$ cat config.mk
export PLATFORM = sky130hd
export DESIGN_NAME = comp_mult_res_wr
export DESIGN_NICKNAME = d
export VERILOG_FILES = /design/src/rtl/comp_mult_res_wr.sv
export SDC_FILE = /design/constraint.sdc
export NUM_CORES = 1
export LEC_CHECK = 0
export ABC_CLOCK_PERIOD_IN_PS = 6900
export CORE_MARGIN = 5
export CORE_UTILIZATION = 45
export DETAILED_ROUTE_END_ITERATION = 16
export PLACE_DENSITY_LB_ADDON = 0.15
export RECOVER_POWER = 100
export SYNTH_ARGS = -nofsm -noshare
export SYNTH_HDL_FRONTEND = slang
export SYNTH_SLANG_ARGS = --single-unit
$ cat constraint.sdc
create_clock -name clk -period 6.9 [get_ports clk]
set_input_delay 0.69 -clock clk [delete_from_list [all_inputs] [get_ports clk]]
set_output_delay 0.69 -clock clk [all_outputs]
set_load 0.005 [all_outputs]
$ cat src/rtl/comp_mult_res_wr.sv
// comp_mult_res_wr
// ----------------
// Takes 6*DWIDTH-bit multiplier results ({xr,yr}) and writes each one to
// memory as six DWIDTH-bit bytes, most significant byte first. Result n
// goes to byte addresses res_ba + 6*n .. res_ba + 6*n + 5, wrapping modulo
// 2^SYS_AW. A small FIFO (BUF_DEPTH entries) decouples result arrival from
// memory grants, so a new result can be accepted while the previous one is
// still being written.
//
// Handshakes:
//   result side : a result transfers on a rising edge where res_val & res_rdy.
//                 res_val may be held; res_rdy never rises beyond nr_op.
//   memory side : mem_ce/mem_we request a byte write; the byte completes on
//                 the edge where mem_ce & mem_gnt. While mem_gnt is low the
//                 address and data are held.
//
// Ports:
//   clk, rst          clock, asynchronous active-high reset
//   sw_rst            synchronous active-high soft reset (same effect as rst)
//   start             one-cycle job start (honoured only in IDLE)
//   res_ba, nr_op     result base address / result count, sampled on start
//   res_val, res_rdy  result handshake
//   res_data          result {xr,yr}
//   mem_ce, mem_we    memory chip/write enable
//   mem_addr          memory byte address (0 when mem_ce = 0)
//   mem_wr_data       memory write byte   (0 when mem_ce = 0)
//   mem_gnt           memory port granted this cycle
//   busy, done        job in progress / one-cycle completion pulse
//   dbg_state         current FSM state (0 IDLE, 1 RUN, 2 DONE)

module comp_mult_res_wr #(
    parameter int DWIDTH    = 8,
    parameter int SYS_AW    = 16,
    parameter int BUF_DEPTH = 2
) (
    input  logic                clk,
    input  logic                rst,
    input  logic                sw_rst,
    input  logic                start,
    input  logic [SYS_AW-1:0]   res_ba,
    input  logic [SYS_AW-1:0]   nr_op,
    input  logic                res_val,
    output logic                res_rdy,
    input  logic [6*DWIDTH-1:0] res_data,
    output logic                mem_ce,
    output logic                mem_we,
    output logic [SYS_AW-1:0]   mem_addr,
    output logic [DWIDTH-1:0]   mem_wr_data,
    input  logic                mem_gnt,
    output logic                busy,
    output logic                done,
    output logic [1:0]          dbg_state
);

    localparam int RW = 6 * DWIDTH;
    localparam int PW = $clog2(BUF_DEPTH);

    typedef enum logic [1:0] {
        S_IDLE = 2'd0,
        S_RUN  = 2'd1,
        S_DONE = 2'd2
    } state_t;

    state_t            state_q, state_d;
    logic [SYS_AW-1:0] addr_q, addr_d;        // address of the byte being written
    logic [SYS_AW-1:0] nr_op_q, nr_op_d;
    logic [SYS_AW-1:0] acc_cnt_q, acc_cnt_d;  // results accepted this job
    logic [SYS_AW-1:0] wr_cnt_q, wr_cnt_d;    // results fully written this job
    logic [2:0]        byte_idx_q, byte_idx_d;
    // Pointers carry one extra wrap bit to tell full from empty.
    logic [PW:0]       wr_ptr_q, wr_ptr_d;
    logic [PW:0]       rd_ptr_q, rd_ptr_d;

    logic [RW-1:0]     buf_mem [BUF_DEPTH];

    logic              buf_full;
    logic              buf_empty;
    logic              in_run;
    logic              push;
    logic              byte_done;
    logic [RW-1:0]     head;
    logic [RW-1:0]     head_shift;

    assign buf_empty = (wr_ptr_q == rd_ptr_q);
    assign buf_full  = (wr_ptr_q[PW] != rd_ptr_q[PW]) &&
                       (wr_ptr_q[PW-1:0] == rd_ptr_q[PW-1:0]);

    // sw_rst masks all outputs combinationally so that they already show
    // reset values in the cycle the soft reset is asserted.
    assign in_run  = (state_q == S_RUN) && !sw_rst;
    assign res_rdy = in_run && !buf_full && (acc_cnt_q < nr_op_q);
    assign mem_ce  = in_run && !buf_empty;
    assign mem_we  = mem_ce;
    assign busy    = (state_q != S_IDLE) && !sw_rst;
    assign done    = (state_q == S_DONE) && !sw_rst;
    assign dbg_state = state_q;

    assign push      = res_val && res_rdy;
    assign byte_done = mem_ce && mem_gnt;

    // Current byte: shift the head entry left so the selected byte sits at
    // the top, then take the top DWIDTH bits (byte 0 is the MSB).
    assign head       = buf_mem[rd_ptr_q[PW-1:0]];
    assign head_shift = head << (32'(byte_idx_q) * DWIDTH);

    assign mem_addr    = mem_ce ? addr_q : '0;
    assign mem_wr_data = mem_ce ? head_shift[RW-1 -: DWIDTH] : '0;

    always_comb begin
        state_d    = state_q;
        addr_d     = addr_q;
        nr_op_d    = nr_op_q;
        acc_cnt_d  = acc_cnt_q;
        wr_cnt_d   = wr_cnt_q;
        byte_idx_d = byte_idx_q;
        wr_ptr_d   = wr_ptr_q;
        rd_ptr_d   = rd_ptr_q;

        case (state_q)
            S_IDLE: begin
                if (start) begin
                    addr_d     = res_ba;
                    nr_op_d    = nr_op;
                    acc_cnt_d  = '0;
                    wr_cnt_d   = '0;
                    byte_idx_d = '0;
                    wr_ptr_d   = '0;
                    rd_ptr_d   = '0;
                    state_d    = (nr_op == '0) ? S_DONE : S_RUN;
                end
            end
            S_RUN: begin
                if (push) begin
                    wr_ptr_d  = wr_ptr_q + (PW+1)'(1);
                    acc_cnt_d = acc_cnt_q + SYS_AW'(1);
                end
                if (byte_done) begin
                    addr_d = addr_q + SYS_AW'(1);
                    if (byte_idx_q == 3'd5) begin
                        byte_idx_d = '0;
                        rd_ptr_d   = rd_ptr_q + (PW+1)'(1);
                        wr_cnt_d   = wr_cnt_q + SYS_AW'(1);
                        if (wr_cnt_q + SYS_AW'(1) == nr_op_q) begin
                            state_d = S_DONE;
                        end
                    end else begin
                        byte_idx_d = byte_idx_q + 3'd1;
                    end
                end
            end
            S_DONE: begin
                state_d = S_IDLE;
            end
            default: begin
                state_d = S_IDLE;
            end
        endcase

        if (sw_rst) begin
            state_d    = S_IDLE;
            addr_d     = '0;
            nr_op_d    = '0;
            acc_cnt_d  = '0;
            wr_cnt_d   = '0;
            byte_idx_d = '0;
            wr_ptr_d   = '0;
            rd_ptr_d   = '0;
        end
    end

    always_ff @(posedge clk or posedge rst) begin
        if (rst) begin
            state_q    <= S_IDLE;
            addr_q     <= '0;
            nr_op_q    <= '0;
            acc_cnt_q  <= '0;
            wr_cnt_q   <= '0;
            byte_idx_q <= '0;
            wr_ptr_q   <= '0;
            rd_ptr_q   <= '0;
        end else begin
            state_q    <= state_d;
            addr_q     <= addr_d;
            nr_op_q    <= nr_op_d;
            acc_cnt_q  <= acc_cnt_d;
            wr_cnt_q   <= wr_cnt_d;
            byte_idx_q <= byte_idx_d;
            wr_ptr_q   <= wr_ptr_d;
            rd_ptr_q   <= rd_ptr_d;
        end
    end

    // Buffer storage needs no reset: an entry is only read after it has
    // been pushed, and the pointers are cleared by either reset.
    always_ff @(posedge clk) begin
        if (push) begin
            buf_mem[wr_ptr_q[PW-1:0]] <= res_data;
        end
    end

endmodule

==> results_dict.tcl, run 1 <==
set metrics [dict create \
    startpoint_type "register" \
    drc 0 \
    grt_start_max_net_pins 74 \
    powerDensity_nw_per_um2 237 \
    total_power_mw 2.46 \
    reg2regPathDepth 6 \
    final_common_cell "edfxtp_1" \
    tightestPinTransition_ps 1900 \
    routed_wirelength_microns 20500 \
    tritoncts "yes" \
    worst_ir_drop_vdd_mv 0.173 \
    via_per_inst 5.80 \
    holdPathStages 2 \
    cts_post_setup_buffers_inserted 0 \
    wire_per_inst_microns 18.9 \
    final-setup-viol-count 0 \
    number_of_maximum_capacitance_violations 3 \
    grt.overflow.total 0 \
    finalClockSkew_ps 13.4 \
    endpoint_kind "register" \
    pin_count 117 \
    synth_seq_area_share_pct 55.9 \
    clkPwrFrac_pct 40.2 \
    max-slew-margin-rel_pct -26.9 \
    core-area_sq_um 18600 \
    combinationalPowerShare_pct 12.3 \
    distinct_cells_synth 57 \
    worstSkewPairLatency_ps 440 \
    rows 50 \
    placement.cell_area_sq_um 9770 \
    finalWorstPathRequiredPeriod_ps 4710 \
    synth-main-ff-cell "edfxtp_1" \
    dr.first_iter.drc_count 495 \
    postLayoutCellArea_sq_um 10400 \
    worst_setup_hold_path_clk_slew_ps 80 \
    worst-path-max-fanout 48 \
    finalWeightedCongestion 0.863 \
    antenna_found_initial 0 \
    final_cell_mix "edfxtp_1 (96), dlygate4sd3_1 (81), dfrtp_1 (73)" \
    post_synthesis_instance_area_sq_um 8430 \
    grt_pass1_vias 6412 \
    instances_no_fill 1084 \
    detailedPlace.worstSlack_ps 2970 \
    synth_area_per_cell_sq_um 11.5 \
    hold_viol 0 \
    number_of_enable_type_register_cells_in_the_synthesized_netlist 96 \
    power.switching_fraction_pct 28.5 \
    achievable-frequency_mhz 212 \
    final_nets 941 \
    setup_repair_after_global_routing_missed_its_margin "false" \
    clkSinkCount 169 \
    antennaDiodeCount 0 \
    synth_seq_cells 169 \
    antenna_viol_nets_final 0 \
    synth-warning-count 0 \
    initial_core_util_pct 45.4 \
    drt_pass1_iterations 5 \
    dp_hpwl_microns 14400 \
    die_height_microns 147 \
    grt_pass1_wl_microns 33600 \
    cts_root_buffer "clkbuf_16" \
    setup.worst_path.class "register to register" \
    fp.dieArea_sq_um 21600 \
    grt_usage_pct 19.5 \
    outcome "finished, violations left" \
    cts_buf_count 17 \
    area_growth_syn_to_layout_pct 23.2 \
    total_nets_after_synthesis 838 \
    async_flop_share_pct 43.2 \
    finalSetupTns_ps 0 \
    sequential_power_share_pct 47.5 \
    post_cts.resized_instances 0 \
    power.leakage_nw 4.16 \
    power.net_switching_uw 701 \
    failed_checks "capacitance limit, slew limit" \
    timing.critical_path.required_ps 6930 \
    drv_slew 97 \
    critPathArrivalTime_ps 4740 \
    syn_inst 734 \
    hold_path_class "register to register" \
    port-buffer-count 116 \
    dr_total_vias 6285 \
    postCtsHoldBufs 0 \
    share_of_layout_cells_above_drive_strength_1_pct 8.00 \
    internal_power_mw 1.76 \
    cts_max_path_buffers 2 \
    h-tree-depth 4 \
    layout_worst_path_cycle_share_pct 68.3 \
    final.setup.worst_slack_ps 2190 \
    die-width_microns 147 \
    numPlacedInstances 1052 \
]
[power by group through the flow]
stage	sequential, mW	combinational (mW)	clock [mW]
floorplan	1.17	0.195	0
global placement	1.19	0.308	0
detailed placement	1.19	0.314	0
CTS	1.17	0.316	1.01
global route	1.18	0.338	1.05
finish	1.17	0.304	0.989
[logic make-up after synthesis]
group | Yosys count | synth area share (%)
flip-flops | 169 | 55.9
buffers and inverters | 62 | 3.03
adder cells (fa/ha/maj) | 18 | 2.67
AO/OA/AOI/OAI | 182 | 13.6
XOR/XNOR | 25 | 2.60
AND/OR/NAND/NOR | 243 | 14.5
multiplexers | 35 | 7.72
[flip-flops by register name, indices dropped and copies added, names as in the netlist]
name,flops
addr_q,16
nr_op_q,16
byte_idx_q,3
acc_cnt_q,16
dbg_state,2
buf_mem,96
wr_ptr_q,2
rd_ptr_q,2
wr_cnt_q,16
[worst max-delay path: stages (launching register included)]
cell      delay, ps
dfrtp_1        1460
xor2_1          350
o211ai_1        280
nor4b_4         350
a32o_1          330
nand2_1         110
inv_1          1350
[metal layers]
layer	global-route usage, %	vias to the layer above	wire, microns
met5	0	-	0
met4	5.41	0	310
met3	4.32	27	1150
met2	31.7	195	10100
met1	26.5	3085	9000
li1	-	2978	-
[cells in the mapped netlist (9+ instances only)]
library cell  number  area [sq um]
buf_2              9          45.0
mux4_2            24           541
xnor2_1           17           149
nor4_1            18           113
o31ai_1           20           150
nor2_1            68           255
inv_1             23          86.3
and3_1            22           138
a22o_1            11          96.3
edfxtp_1          96          2880
a21oi_1           30           150
ha_1              18           225
a21o_1            12          90.1
nand2_1           49           184
nand2b_1          15          93.8
mux2i_1           11           110
nor3_1            13          65.1
a31oi_1            9          56.3
nand4_1           10          62.6
nand3_1           29           145
clkbuf_1          26          97.6
o21ai_0           67           335
dfrtp_1           73          1830
[worst paths after layout]
path | start | endpoint | slack [ps]
setup reg to reg | rd_ptr_q[0] | buf_mem[0][41] | 2190
setup / recovery | rd_ptr_q[0] | buf_mem[0][41] | 2190
min in group asynchronous | rst | acc_cnt_q[13] | 970
max in group asynchronous | rst | wr_cnt_q[8] | 5320
hold reg to reg | addr_q[15] | addr_q[15] | 530
hold / removal | addr_q[15] | addr_q[15] | 530
[final cells by class]
cell class                      instances  area [sq um]
Clock buffer                           17           425
Clock inverter                         15           206
Fill cell                            1550          8190
Inverter                               24          90.1
Multi-Input combinational cell        503          3470
Sequential cell                       169          4710
Tap cell                              234           293
Timing Repair Buffer                  122          1200
[per-stage QoR]
step                hold WS (ps)  utilization (%)
floorplan                    468                -
detailed placement           508             52.6
global route                 558             55.9
global placement             494             52.6
finish                       527             55.9
CTS                          519             56.0
Note: power is estimated with default switching activity, not from simulation.
==> run 2, diff against run 1 <==
--- a/config.mk
+++ b/config.mk
@@ -5,7 +5,7 @@
 export SDC_FILE = /design/constraint.sdc
 export NUM_CORES = 1
 export LEC_CHECK = 0
-export ABC_CLOCK_PERIOD_IN_PS = 6900
+export ABC_CLOCK_PERIOD_IN_PS = 4400
 export CORE_MARGIN = 5
 export CORE_UTILIZATION = 45
 export DETAILED_ROUTE_END_ITERATION = 16
==> constraint.sdc (replaced) <==
create_clock -name clk -period 4.4 [get_ports clk]
set_input_delay 0.44 -clock clk [delete_from_list [all_inputs] [get_ports clk]]
set_output_delay 0.44 -clock clk [all_outputs]
set_load 0.005 [all_outputs]
==> results_dict.tcl, run 2 (synthesis gave the netlist of run 1 again) <==
set metrics [dict create \
    rows 50 \
    power.leakage_nw 4.18 \
    instances_no_fill 1088 \
    timing.critical_path.depth 7 \
    postLayoutCellArea_sq_um 10400 \
    grt.overflow.total 0 \
    timing.critical_path.required_ps 4460 \
    final-setup-viol-count 0 \
    cts_max_path_buffers 2 \
    timing.critical_path.max_delay_family "buffers and inverters" \
    cts_root_buffer "clkbuf_16" \
    number_of_maximum_capacitance_violations 3 \
    regToRegSetupSlack_ps 650 \
    placement.cell_area_sq_um 9810 \
    area_growth_syn_to_layout_pct 23.7 \
    tritoncts "yes" \
    drv_slew 94 \
    layout_worst_path_cycle_share_pct 85.3 \
    clkSinkCount 169 \
    share_of_layout_cells_above_drive_strength_1_pct 8.55 \
    total_power_mw 3.90 \
    holdPathStages 1 \
    setup_repair_after_global_routing_missed_its_margin "false" \
    cts_buf_count 17 \
    numPlacedInstances 1056 \
    post_cts.resized_instances 0 \
    core-area_sq_um 18600 \
    worstPathBufferInverterCount 2 \
    final_cell_mix "edfxtp_1 (96), dlygate4sd3_1 (80), dfrtp_1 (72)" \
    pin_count 117 \
    antenna_found_initial 0 \
    critPathArrivalTime_ps 3820 \
    dr_total_vias 6360 \
    grt_start_max_net_pins 49 \
    achievable-frequency_mhz 266 \
    hold_path_class "register to register" \
    flip_flop_count_of_the_largest_register_all_copies_and_words_added 96 \
    hold_viol 0 \
    finalClockSkew_ps 15.6 \
    worst_setup_hold_path_clk_slew_ps 80 \
    h-tree-depth 4 \
    powerDensity_nw_per_um2 374 \
    startpoint_type "register" \
    die-width_microns 147 \
    worst-path-max-fanout 48 \
    finalSetupTns_ps 0 \
    final_nets 945 \
    drc 0 \
    endpoint_kind "register" \
    path_cells "xor2_1 > o211ai_2 > nor4b_1 > a32oi_1 > clkbuf_1 > nor2_4 > buf_4" \
    grt_pass1_vias 6350 \
    crit_path_top_delay_cell "dfrtp_2" \
    critical_path.max_stage_delay_ps 820 \
    tightestPinTransition_ps 1720 \
    hold-worst-slack_ps 509 \
    failed_checks "capacitance limit, slew limit" \
    worst_ir_drop_vdd_mv 0.351 \
    cts_post_setup_buffers_inserted 0 \
    die_height_microns 147 \
    setup.worst_path.class "register to register" \
    max-slew-margin-rel_pct -14.9 \
    routed_wirelength_microns 21200 \
    reg2regPathDepth 7 \
    initial_core_util_pct 45.4 \
    final_common_cell "edfxtp_1" \
    worstSkewPairLatency_ps 430 \
    antenna_viol_nets_final 0 \
    outcome "finished, violations left" \
    finalWorstPathRequiredPeriod_ps 3750 \
    dr.first_iter.drc_count 467 \
    antennaDiodeCount 0 \
    wire_per_inst_microns 19.5 \
    port-buffer-count 116 \
    finalWeightedCongestion 0.879 \
    drt_pass1_iterations 5 \
    dp_hpwl_microns 15000 \
    grt_pass1_wl_microns 34400 \
    grt_usage_pct 20.0 \
    via_per_inst 5.85 \
    fp.dieArea_sq_um 21600 \
    postCtsHoldBufs 0 \
]
## run 2: routing by layer
metal | vias to the layer above | global-route usage, % | wire length [microns]
met1 | 3167 | 27.2 | 9250
met2 | 187 | 32.5 | 10300
li1 | 2984 | - | -
met5 | - | 0 | 0
met3 | 22 | 4.69 | 1180
met4 | 0 | 5.36 | 410
## run 2: path summary, 6_finish.rpt
| path | to | from |
|---|---|---|
| worst min-delay path | wr_cnt_q[15] | wr_cnt_q[15] |
| worst min register to register | wr_cnt_q[15] | wr_cnt_q[15] |
| worst max register to register | buf_mem[1][25] | rd_ptr_q[0] |
| min in group asynchronous | wr_cnt_q[10] | rst |
| max in group asynchronous | nr_op_q[12] | rst |
| worst max-delay path | buf_mem[1][25] | rd_ptr_q[0] |
## run 2: cell type report
cell class | count | area, sq um
flip-flops and latches | 169 | 4710
multi-input cells | 503 | 3460
repair buffers | 126 | 1240
fillers | 1586 | 8150
well taps | 234 | 293
clock inverters | 15 | 216
inverters | 24 | 90.1
clock buffers | 17 | 425
## run 2: per-stage QoR
stage	setup slack, ps	utilization, %
after global placement	1160	52.8
after floorplan	143	-
after global routing	379	56.1
after detailed placement	1120	52.8
after CTS	950	56.3
final	645	56.1
## run 2: where the power goes
part,leakage (nW),switching (mW),internal (mW)
Clock,0.310,0.785,0.804
Sequential,1.87,0.0729,1.76
Combinational,2.00,0.268,0.216
